[src/rtl/general_purpose_input_if.sv]
// ---------------------------------------------------------------------------
// general_purpose_input_if
//   Valid/ready ("Decoupled") channel used by the general-purpose input block
//   for both its command input and its event output.
//
//   Signals
//     valid  - producer has a word on bits this cycle
//     ready  - consumer accepts the word on this cycle
//     bits   - WIDTH-bit payload
//
//   Modports
//     master - producer side (drives valid/bits, observes ready)
//     slave  - consumer side (observes valid/bits, drives ready)
// ---------------------------------------------------------------------------
interface general_purpose_input_if #(
  parameter int WIDTH = 8
);
  logic             valid;
  logic             ready;
  logic [WIDTH-1:0] bits;

  modport master (
    output valid,
    output bits,
    input  ready
  );

  modport slave (
    input  valid,
    input  bits,
    output ready
  );
endinterface

[src/rtl/general_purpose_input.sv]
// ---------------------------------------------------------------------------
// general_purpose_input
//   Input-side counterpart of the GPIO output block. Eight asynchronous pins
//   pass through a two-flop synchronizer and a per-bit debounce filter. Every
//   change of the filtered (stable) vector is queued as an 8-bit snapshot in a
//   small event FIFO that the CPU side drains over a valid/ready channel. A
//   command channel accepts flush (bit0) and snapshot (bit1) requests.
//
//   Build option
//     GPIN_DEBOUNCE_EN - when defined, each bit must differ from its stable
//                        value for DEBOUNCE_CYCLES consecutive synchronized
//                        cycles before it is accepted. When undefined the
//                        counters are not built and the stable vector simply
//                        follows the synchronizer output every cycle.
//
//   Parameters
//     DEBOUNCE_CYCLES - filter length in cycles (>= 1)
//     DEPTH           - event FIFO entries (power of 2, >= 2)
//
//   Ports
//     i_clk      - clock
//     i_rst      - synchronous, active-high reset
//     if_din     - command channel (slave); ready is always high
//                  bit0 = flush, bit1 = snapshot, bits 7:2 ignored
//     if_dout    - event channel (master); bits = FIFO head snapshot
//     i_gpin     - asynchronous external pins
//     o_level    - current debounced pin vector
//     o_overflow - sticky: an event was dropped because the FIFO was full
// ---------------------------------------------------------------------------
module general_purpose_input #(
  parameter int DEBOUNCE_CYCLES = 16,
  parameter int DEPTH           = 4
) (
  input  logic                           i_clk,
  input  logic                           i_rst,
  general_purpose_input_if.slave         if_din,
  general_purpose_input_if.master        if_dout,
  input  logic [7:0]                     i_gpin,
  output logic [7:0]                     o_level,
  output logic                           o_overflow
);

  localparam int          AW      = $clog2(DEPTH);
  localparam logic [AW:0] PTR_ONE = (AW + 1)'(1);

  // -------------------------------------------------------------------------
  // Synchronizer and stable vector
  // -------------------------------------------------------------------------
  logic [7:0] sync1_r;
  logic [7:0] sync2_r;
  logic [7:0] stable_r;
  logic [7:0] stable_next_s;

  // Two-flop synchronizer; only sync2_r is used downstream.
  always_ff @(posedge i_clk) begin
    if (i_rst) begin
      sync1_r <= 8'h00;
      sync2_r <= 8'h00;
    end else begin
      sync1_r <= i_gpin;
      sync2_r <= sync1_r;
    end
  end

`ifdef GPIN_DEBOUNCE_EN
  localparam int                CNT_W    = $clog2(DEBOUNCE_CYCLES + 1);
  localparam logic [CNT_W-1:0]  CNT_LAST = CNT_W'(DEBOUNCE_CYCLES - 1);
  localparam logic [CNT_W-1:0]  CNT_ONE  = CNT_W'(1);
  localparam logic [CNT_W-1:0]  CNT_ZERO = CNT_W'(0);

  logic [CNT_W-1:0] cnt_r      [8];
  logic [CNT_W-1:0] cnt_next_s [8];

  // Per-bit filter: count consecutive cycles that sync2 disagrees with the
  // stable value; the count reaching DEBOUNCE_CYCLES-1 while still disagreeing
  // means this is the DEBOUNCE_CYCLES-th such cycle, so the bit is accepted.
  always_comb begin
    stable_next_s = stable_r;
    for (int i = 0; i < 8; i++) begin
      cnt_next_s[i] = CNT_ZERO;
      if (sync2_r[i] == stable_r[i]) begin
        cnt_next_s[i] = CNT_ZERO;
      end else if (cnt_r[i] == CNT_LAST) begin
        stable_next_s[i] = sync2_r[i];
        cnt_next_s[i]    = CNT_ZERO;
      end else begin
        cnt_next_s[i] = cnt_r[i] + CNT_ONE;
      end
    end
  end

  // Debounce counters.
  always_ff @(posedge i_clk) begin
    if (i_rst) begin
      for (int i = 0; i < 8; i++) begin
        cnt_r[i] <= CNT_ZERO;
      end
    end else begin
      for (int i = 0; i < 8; i++) begin
        cnt_r[i] <= cnt_next_s[i];
      end
    end
  end
`else
  // Filter disabled: the stable vector follows the synchronizer directly.
  always_comb begin
    stable_next_s = sync2_r;
  end
`endif

  // Stable (debounced) vector register.
  always_ff @(posedge i_clk) begin
    if (i_rst) begin
      stable_r <= 8'h00;
    end else begin
      stable_r <= stable_next_s;
    end
  end

  // -------------------------------------------------------------------------
  // Command decode
  // -------------------------------------------------------------------------
  logic flush_s;
  logic snap_s;
  logic change_s;
  logic push_s;
  logic unused_cmd_bits_s;

  assign if_din.ready      = 1'b1;
  assign flush_s           = if_din.valid & if_din.bits[0];
  assign snap_s            = if_din.valid & if_din.bits[1];
  assign unused_cmd_bits_s = ^if_din.bits[7:2];

  // A change event and a snapshot on the same edge both want to push the same
  // value, so they collapse into a single push.
  assign change_s = (stable_next_s != stable_r);
  assign push_s   = change_s | snap_s;

  // -------------------------------------------------------------------------
  // Event FIFO: pointers carry one extra wrap bit to tell full from empty.
  // -------------------------------------------------------------------------
  logic [7:0]  mem_r [DEPTH];
  logic [AW:0] wr_ptr_r;
  logic [AW:0] rd_ptr_r;
  logic [AW:0] wr_ptr_next_s;
  logic [AW:0] rd_ptr_next_s;
  logic        valid_r;
  logic        overflow_r;
  logic        overflow_next_s;
  logic        wr_en_s;
  logic        empty_s;
  logic        full_s;
  logic        pop_s;

  assign empty_s = (wr_ptr_r == rd_ptr_r);
  assign full_s  = (wr_ptr_r[AW] != rd_ptr_r[AW]) &&
                   (wr_ptr_r[AW-1:0] == rd_ptr_r[AW-1:0]);
  assign pop_s   = (~empty_s) & if_dout.ready;

  // Next-state for pointers and overflow. Flush wins over any pop or change
  // event on the same edge; a snapshot alongside flush becomes the only entry.
  // Fullness is judged before the pop, so a pop makes room for a push.
  always_comb begin
    wr_ptr_next_s   = wr_ptr_r;
    rd_ptr_next_s   = rd_ptr_r;
    overflow_next_s = overflow_r;
    wr_en_s         = 1'b0;
    if (flush_s) begin
      rd_ptr_next_s   = wr_ptr_r;
      overflow_next_s = 1'b0;
      if (snap_s) begin
        wr_en_s       = 1'b1;
        wr_ptr_next_s = wr_ptr_r + PTR_ONE;
      end else begin
        wr_en_s       = 1'b0;
        wr_ptr_next_s = wr_ptr_r;
      end
    end else begin
      if (pop_s) begin
        rd_ptr_next_s = rd_ptr_r + PTR_ONE;
      end else begin
        rd_ptr_next_s = rd_ptr_r;
      end
      if (push_s) begin
        if (!full_s || pop_s) begin
          wr_en_s       = 1'b1;
          wr_ptr_next_s = wr_ptr_r + PTR_ONE;
        end else begin
          overflow_next_s = 1'b1;
        end
      end else begin
        wr_en_s       = 1'b0;
        wr_ptr_next_s = wr_ptr_r;
      end
    end
  end

  // FIFO pointers, registered valid and sticky overflow.
  always_ff @(posedge i_clk) begin
    if (i_rst) begin
      wr_ptr_r   <= {(AW + 1){1'b0}};
      rd_ptr_r   <= {(AW + 1){1'b0}};
      valid_r    <= 1'b0;
      overflow_r <= 1'b0;
    end else begin
      wr_ptr_r   <= wr_ptr_next_s;
      rd_ptr_r   <= rd_ptr_next_s;
      valid_r    <= (wr_ptr_next_s != rd_ptr_next_s);
      overflow_r <= overflow_next_s;
    end
  end

  // FIFO storage; the written value is always the post-edge stable vector.
  always_ff @(posedge i_clk) begin
    if (i_rst) begin
      for (int i = 0; i < DEPTH; i++) begin
        mem_r[i] <= 8'h00;
      end
    end else if (wr_en_s) begin
      mem_r[wr_ptr_r[AW-1:0]] <= stable_next_s;
    end else begin
      mem_r[wr_ptr_r[AW-1:0]] <= mem_r[wr_ptr_r[AW-1:0]];
    end
  end

  assign if_dout.valid = valid_r;
  assign if_dout.bits  = mem_r[rd_ptr_r[AW-1:0]];
  assign o_level       = stable_r;
  assign o_overflow    = overflow_r;

endmodule

[src/flat_wrapper.sv]
// flat-port wrapper written by rule: the top's interface ports become plain ports
module general_purpose_input_flat 
#(
  parameter int DEBOUNCE_CYCLES = 16,
  parameter int DEPTH           = 4
)
  (i_clk, i_rst, i_gpin, o_level, o_overflow, if_din_valid, if_din_bits, if_din_ready, if_dout_valid, if_dout_bits, if_dout_ready);
  general_purpose_input_if #(.WIDTH(8)) if_din_i ();
  general_purpose_input_if #(.WIDTH(8)) if_dout_i ();
  input  logic i_clk;
  input  logic i_rst;
  input  logic [7:0] i_gpin;
  output logic [7:0] o_level;
  output logic o_overflow;
  input wire logic [$bits(if_din_i.valid)-1:0] if_din_valid;
  input wire logic [$bits(if_din_i.bits)-1:0] if_din_bits;
  output wire logic [$bits(if_din_i.ready)-1:0] if_din_ready;
  output wire logic [$bits(if_dout_i.valid)-1:0] if_dout_valid;
  output wire logic [$bits(if_dout_i.bits)-1:0] if_dout_bits;
  input wire logic [$bits(if_dout_i.ready)-1:0] if_dout_ready;
  assign if_din_i.valid = if_din_valid;
  assign if_din_i.bits = if_din_bits;
  assign if_din_ready = if_din_i.ready;
  assign if_dout_valid = if_dout_i.valid;
  assign if_dout_bits = if_dout_i.bits;
  assign if_dout_i.ready = if_dout_ready;
  general_purpose_input #(.DEBOUNCE_CYCLES(DEBOUNCE_CYCLES), .DEPTH(DEPTH)) u_core (.i_clk(i_clk), .i_rst(i_rst), .if_din(if_din_i), .if_dout(if_dout_i), .i_gpin(i_gpin), .o_level(o_level), .o_overflow(o_overflow));
endmodule
[config.mk]
export PLATFORM = sky130hd
export DESIGN_NAME = general_purpose_input_flat
export DESIGN_NICKNAME = d
export VERILOG_FILES = /design/src/rtl/general_purpose_input_if.sv /design/src/rtl/general_purpose_input.sv /design/src/flat_wrapper.sv
export SDC_FILE = /design/constraint.sdc
export NUM_CORES = 1
export LEC_CHECK = 0
export ABC_AREA = 1
export CAP_MARGIN = 20
export CORE_UTILIZATION = 33
export DETAILED_ROUTE_END_ITERATION = 8
export PLACE_DENSITY_LB_ADDON = 0.15
export REMOVE_ABC_BUFFERS = 1
export SETUP_SLACK_MARGIN = 0.2
export SYNTH_ARGS = -nofsm -noshare
export SYNTH_HDL_FRONTEND = slang
export SYNTH_SLANG_ARGS = --single-unit
[constraint.sdc]
create_clock -name i_clk -period 2.4 [get_ports i_clk]
set_clock_uncertainty 0.05 [all_clocks]
set_input_delay 0.36 -clock i_clk [delete_from_list [all_inputs] [get_ports i_clk]]
set_output_delay 0.36 -clock i_clk [all_outputs]
set_load 0.05 [all_outputs]
-- After elaboration in Yosys (flattened, before gate mapping)
Memory sizes are Yosys's and may differ from the RTL's. A register that Yosys moved wholly into a read port is not among the register bits.
Index checks and enable logic that the tools add are counted.
Widths: inputs -> output; s select.
- $add $sub $neg: 2
- equality and inequality tests: 6
- mux-type cells: 23
- bitwise logic cells: 7
- reduce and logical (&&, ||, !) cells: 7
- operators by type and width (kind ; number):
    $mux 3 ; 6
    $mux 8 ; 2
    $mux 1 ; 13
    $ne 8x8->1 ; 1
    $reduce_or 8->1 ; 1
    $add 3x1->3 const B ; 2
    $mux 2 ; 2
    $reduce_and 2->1 ; 2
    $and 1x1->1 ; 3
    $eq 3x3->1 ; 1
    $ne 3x3->1 ; 1
    $eq 2x2->1 ; 1
    $not 1->1 ; 2
    $or 1x1->1 ; 2
    $reduce_or 2->1 ; 1
    $logic_and 1x1->1 ; 1
    $logic_not 1->1 ; 1
    $logic_or 1x1->1 ; 1
    $ne 0x0->1 ; 1
    $ne 1x1->1 ; 1
- register bits after elaboration: 32
- memory bits (writable): 32
- output and inout bits: 19
- memories: 1
- memory list (memory ; words ; width ; read ports ; clocked after Yosys merged registers in ; wr ports ; line ; source):
    u_core.mem_r ; 4 ; 8 ; 1 ; 1 ; 4 ; general_purpose_input.sv:142 ; logic [7:0] mem_r [DEPTH];

-- Longest topological paths before layout
- depth in word-level cells: 14
- depth in mapped cells: 18

-- Least setup slack after synthesis
Ideal clock, no wire load.
- kind: reg2reg
- from: register u_core.stable_r[1], in the netlist u_core.o_level[1]
- to: memory u_core.mem_r[2][0] (enable)
- arrival: 1.977 ns
- path slack: -0.011 ns
- cell stages (with the launch flop): 11
- path through: dfxtp_1 inv_1 nand2_1 nand2_1 nand3_1 nor2_1 nand2_2 nand3_1 o21ai_2 nand2_2 o21ai_0
- RTL lines (element ; line ; source):
    start, declared ; general_purpose_input.sv:51 ; logic [7:0] stable_r;
    start signal, assigned ; general_purpose_input.sv:116 ; stable_r <= stable_next_s;
    end, declared ; general_purpose_input.sv:142 ;

==> parameters.txt <==
Parameter                              Value

Floorplan
  Effective utilization at floorplan ... 0.344
  Die extent in x ... 95.1 µm
  Area of the die ... 9040 µm²
  Die height ... 95.1 µm
  Std-Cell Rows ... 33
  Core footprint ... 8300 µm²
  Total I/O pin count ... 39

Logic synthesis
  Unique cell type count in the Yosys netlist ... 31
  Main combinational cell family by area after synthesis ... simple AND/OR/NAND/NOR gates
  Sequential area share after synthesis ... 0.560
  Netlist Area Pre-Place ... 2860 µm²
  Adder and majority gate portion of the synthesized area ... 0.00876
  Leading post-synthesis cells by instance count ... sky130_fd_sc_hd__nor2_1, sky130_fd_sc_hd__nand2_1, sky130_fd_sc_hd__dfxtp_1, sky130_fd_sc_hd__edfxtp_1, sky130_fd_sc_hd__inv_1
  Proportion of register bits with asynchronous set or reset after synthesis ... 0
  Area fraction in and, or, nand and nor cells after synthesis ... 0.268
  #FFs+latches synth ... 64
  Number of enable flip-flop cells after synthesis ... 32
  XOR/XNOR Fraction of Synth Area ... 0.0215
  Multiplexer fraction of the synthesized cell area ... 0
  Largest cells by area after synthesis ... sky130_fd_sc_hd__edfxtp_1, sky130_fd_sc_hd__dfxtp_1, sky130_fd_sc_hd__nor2_1
  Compound-gate portion of the synthesized area ... 0.0648
  Most instantiated library cell after synthesis ... sky130_fd_sc_hd__nor2_1
  Top flip-flop cell by instance count after synthesis ... sky130_fd_sc_hd__edfxtp_1
  Dominant cell type by area after synthesis ... sky130_fd_sc_hd__edfxtp_1
  YS warnings ... 0
  Area share of the largest cell type after synthesis ... 0.336
  Mean instance size in the synthesized netlist ... 8.66 µm²
  Number of cells produced by synthesis ... 330

Finish
  Cell Count, Final, Fillers Out ... 496
  Layout fillers ... 838
  Ant. Diodes ... 0
  Final-stage net count ... 408
  Post-route cell area ... 3570 µm²
  Layout-stage area growth over the synthesis result ... 24.9%
  Layout cells sized above 1 ... 0.184

STA
  RSZ-0062 raised after global routing ... false
  Share of the clock period used by the worst path ... 0.829
  Max-slew violation count ... 0
  Maximum operating frequency ... 0.503 GHz
  Final hold violations ... 0
  Hold slack final ... 350 ps
  Final count of negative-setup-slack endpoints ... 0
  Min Clock Period, post-route ... 1990 ps
  Remaining max-slew budget at the tightest pin ... 0.663
  Total Neg Setup Slack ... 0 ps
  Slew of the pin with the lowest slew margin ... 504 ps

Power and ir drop
  Total power divided by cell area ... 808 nW/µm²
  Leak ... 1.55 nW
  Peak ir drop on the vdd network ... 0.345 mV
  Post-layout total power ... 2.89 mW

GRT
  Largest net degree at the start of global routing ... 32
  Antenna violations before repair ... 0
  All-layer global routing usage ... 0.154
  Remaining global-route overflow ... 0
  Number of global-route vias before repair ... 2075
  First-pass GRT wire length ... 10000 µm

Detailed routing
  Number of nets with antenna violations after detailed routing ... 0
  Mean number of vias per cell ... 4.47
  Number of DRC markers after the initial detailed-route iteration ... 114
  Routed via count ... 2216
  Post-DR wirelength/cell ... 12.4 µm
  1st-pass router iterations ... 4
  Routed Wire Length ... 6160 µm
  Remaining DRCs ... 0

Clock tree
  Post-CTS sizing ... 0
  # Post-CTS Setup Buffers ... 0
  Clock transition at the registers of the reported paths ... 70 ps
  CTS tree ... built
  Number of H-tree branching levels ... 3
  Maximum root-to-sink buffer count ... 2
  Clk root buf ... sky130_fd_sc_hd__clkbuf_8
  # hold bufs at CTS ... 0
  Insertion delay to the later sink of the worst-skew pair ... 340 ps
  Number of clock sinks ... 64
  Number of CTS-inserted buffers ... 9

Worst setup path
  Critical path launch point type ... register
  Ordered list of cells on the worst path ... nand2_1, nand2_1, nor2_8, nand2_4, nand3_1, o21ai_2, nand2_2, nor2_4, nand2_4, nand2_1
  Kind of critical path ... register to register
  Crit-path max FO ... 8
  Worst path buffer plus inverter count ... 0
  R2R cell count ... 10
  Signal arrival time at the worst endpoint ... 1940 ps
  Worst reg-to-reg setup slack ... 410 ps
  Worst endpoint required time ... 2350 ps
  Kind of capture point of the worst setup path ... register
  R2r startpoint ... u_core.wr_ptr_r[0]$_SDFF_PP0_
  Library cell appearing most often on the critical path ... sky130_fd_sc_hd__nand2_1
  Termination of the worst setup path ... u_core.mem_r[1][4]$_SDFFCE_PN0P_
  Family with the most delay on the worst path ... simple AND/OR/NAND/NOR gates
  Crit Reg-Reg Endpoint ... u_core.mem_r[1][4]$_SDFFCE_PN0P_
  Stage delay of the slowest cell on the critical path ... 470 ps
  Number of cells on the critical path ... 10
  Cell at the slowest stage of the critical path ... sky130_fd_sc_hd__dfxtp_1
  Crit. Startpoint ... u_core.wr_ptr_r[0]$_SDFF_PP0_

Placed design
  Weighted congestion reported at the end of routability-driven placement ... 0.846
  Cell total after placement ... 480
  Count of port buffers added during placement ... 31
  Area of placed instances ... 3410 µm²
  Half-perimeter wire length after detailed placement ... 4250 µm

Run status
  Status ... completed

Job
  Reported max-cap violation count ... 0

Hold path
  Worst Hold Class ... register to register
[stage by stage]
step / utilization / worst slack, ps
after global placement: 0.410 / 91.0
after CTS: 0.430 / 362
after floorplan: - / -111
after global routing: 0.430 / 209
final: 0.430 / 411
after detailed placement: 0.410 / 93.7
[area by class of cell]
class                           instances  area, µm²  share of cell area
Inverter                               41        154              0.0431
Multi-Input combinational cell        214       1040               0.292
Clock inverter                          6       36.3              0.0102
Sequential cell                        64       1600               0.449
Clock buffer                           10        128              0.0358
Timing Repair Buffer                   56        478               0.134
Tap cell                              105        131              0.0368
[registers in the layout, summed over array words and instances, names as in the netlist]
name,cells
u_core.mem_r,32
u_core.o_level,8
u_core.stable_next_s,8
u_core.sync1_r,8
u_core.rd_ptr_r,3
u_core.wr_ptr_r,3
u_core.if_dout.valid,1
u_core.o_overflow,1
[tightest hold or removal path: cells and delay by family (launching register included)]
family                 cells  cell delay [ps]
DFF                        1              300
buffers and inverters      1               40
and+or+nand+nor            1               30
[per-layer routing]
layer	GRT usage	wire (µm)	up-vias	part of all wire
li1	-	-	1171	-
met1	0.191	2940	977	0.48
met2	0.244	2820	55	0.46
met3	0.0367	237	13	0.038
met4	0.0846	160	0	0.026
met5	0	0	-	0
[layout by cell type, fill, tap and decap left out, types with 8 or more instances in the layout]
cell type / n
sky130_fd_sc_hd__nor2_1: 71
sky130_fd_sc_hd__nand2_1: 52
sky130_fd_sc_hd__buf_4: 33
sky130_fd_sc_hd__inv_1: 32
sky130_fd_sc_hd__dfxtp_1: 32
sky130_fd_sc_hd__edfxtp_1: 32
sky130_fd_sc_hd__clkdlybuf4s50_1: 23
sky130_fd_sc_hd__nand3_1: 20
sky130_fd_sc_hd__o21ai_0: 17
sky130_fd_sc_hd__nand2_2: 10
sky130_fd_sc_hd__nor3_1: 9
sky130_fd_sc_hd__clkbuf_8: 9
sky130_fd_sc_hd__inv_2: 8
sky130_fd_sc_hd__o22ai_1: 8
[cells by family after synthesis]
logic type      Yosys count
compound gates           33
xor+xnor                  7
flops                    64
fa+ha+maj                 2
buf+inv                  52
other cells               1
simple gates            171
[power breakdown]
group          internal (mW)  switching (mW)  total, mW
clock network          0.367           0.417      0.784
registers               1.23          0.0391       1.26
logic                  0.293           0.544      0.837
[worst min-delay path by stage]
stage                                 start                            endpoint  cells after the start
2_1_floorplan  u_core.sync1_r[0]$_SDFF_PP0_  u_core.stable_next_s[0]$_SDFF_PP0_                      2
3_3_place_gp   u_core.sync1_r[4]$_SDFF_PP0_  u_core.stable_next_s[4]$_SDFF_PP0_                      2
3_5_place_dp   u_core.sync1_r[3]$_SDFF_PP0_  u_core.stable_next_s[3]$_SDFF_PP0_                      2
4_1_cts        u_core.sync1_r[6]$_SDFF_PP0_  u_core.stable_next_s[6]$_SDFF_PP0_                      2
5_1_grt        u_core.sync1_r[5]$_SDFF_PP0_  u_core.stable_next_s[5]$_SDFF_PP0_                      2
6_report       u_core.sync1_r[2]$_SDFF_PP0_  u_core.stable_next_s[2]$_SDFF_PP0_                      2
No activity file was read; power rests on OpenSTA's default activity.
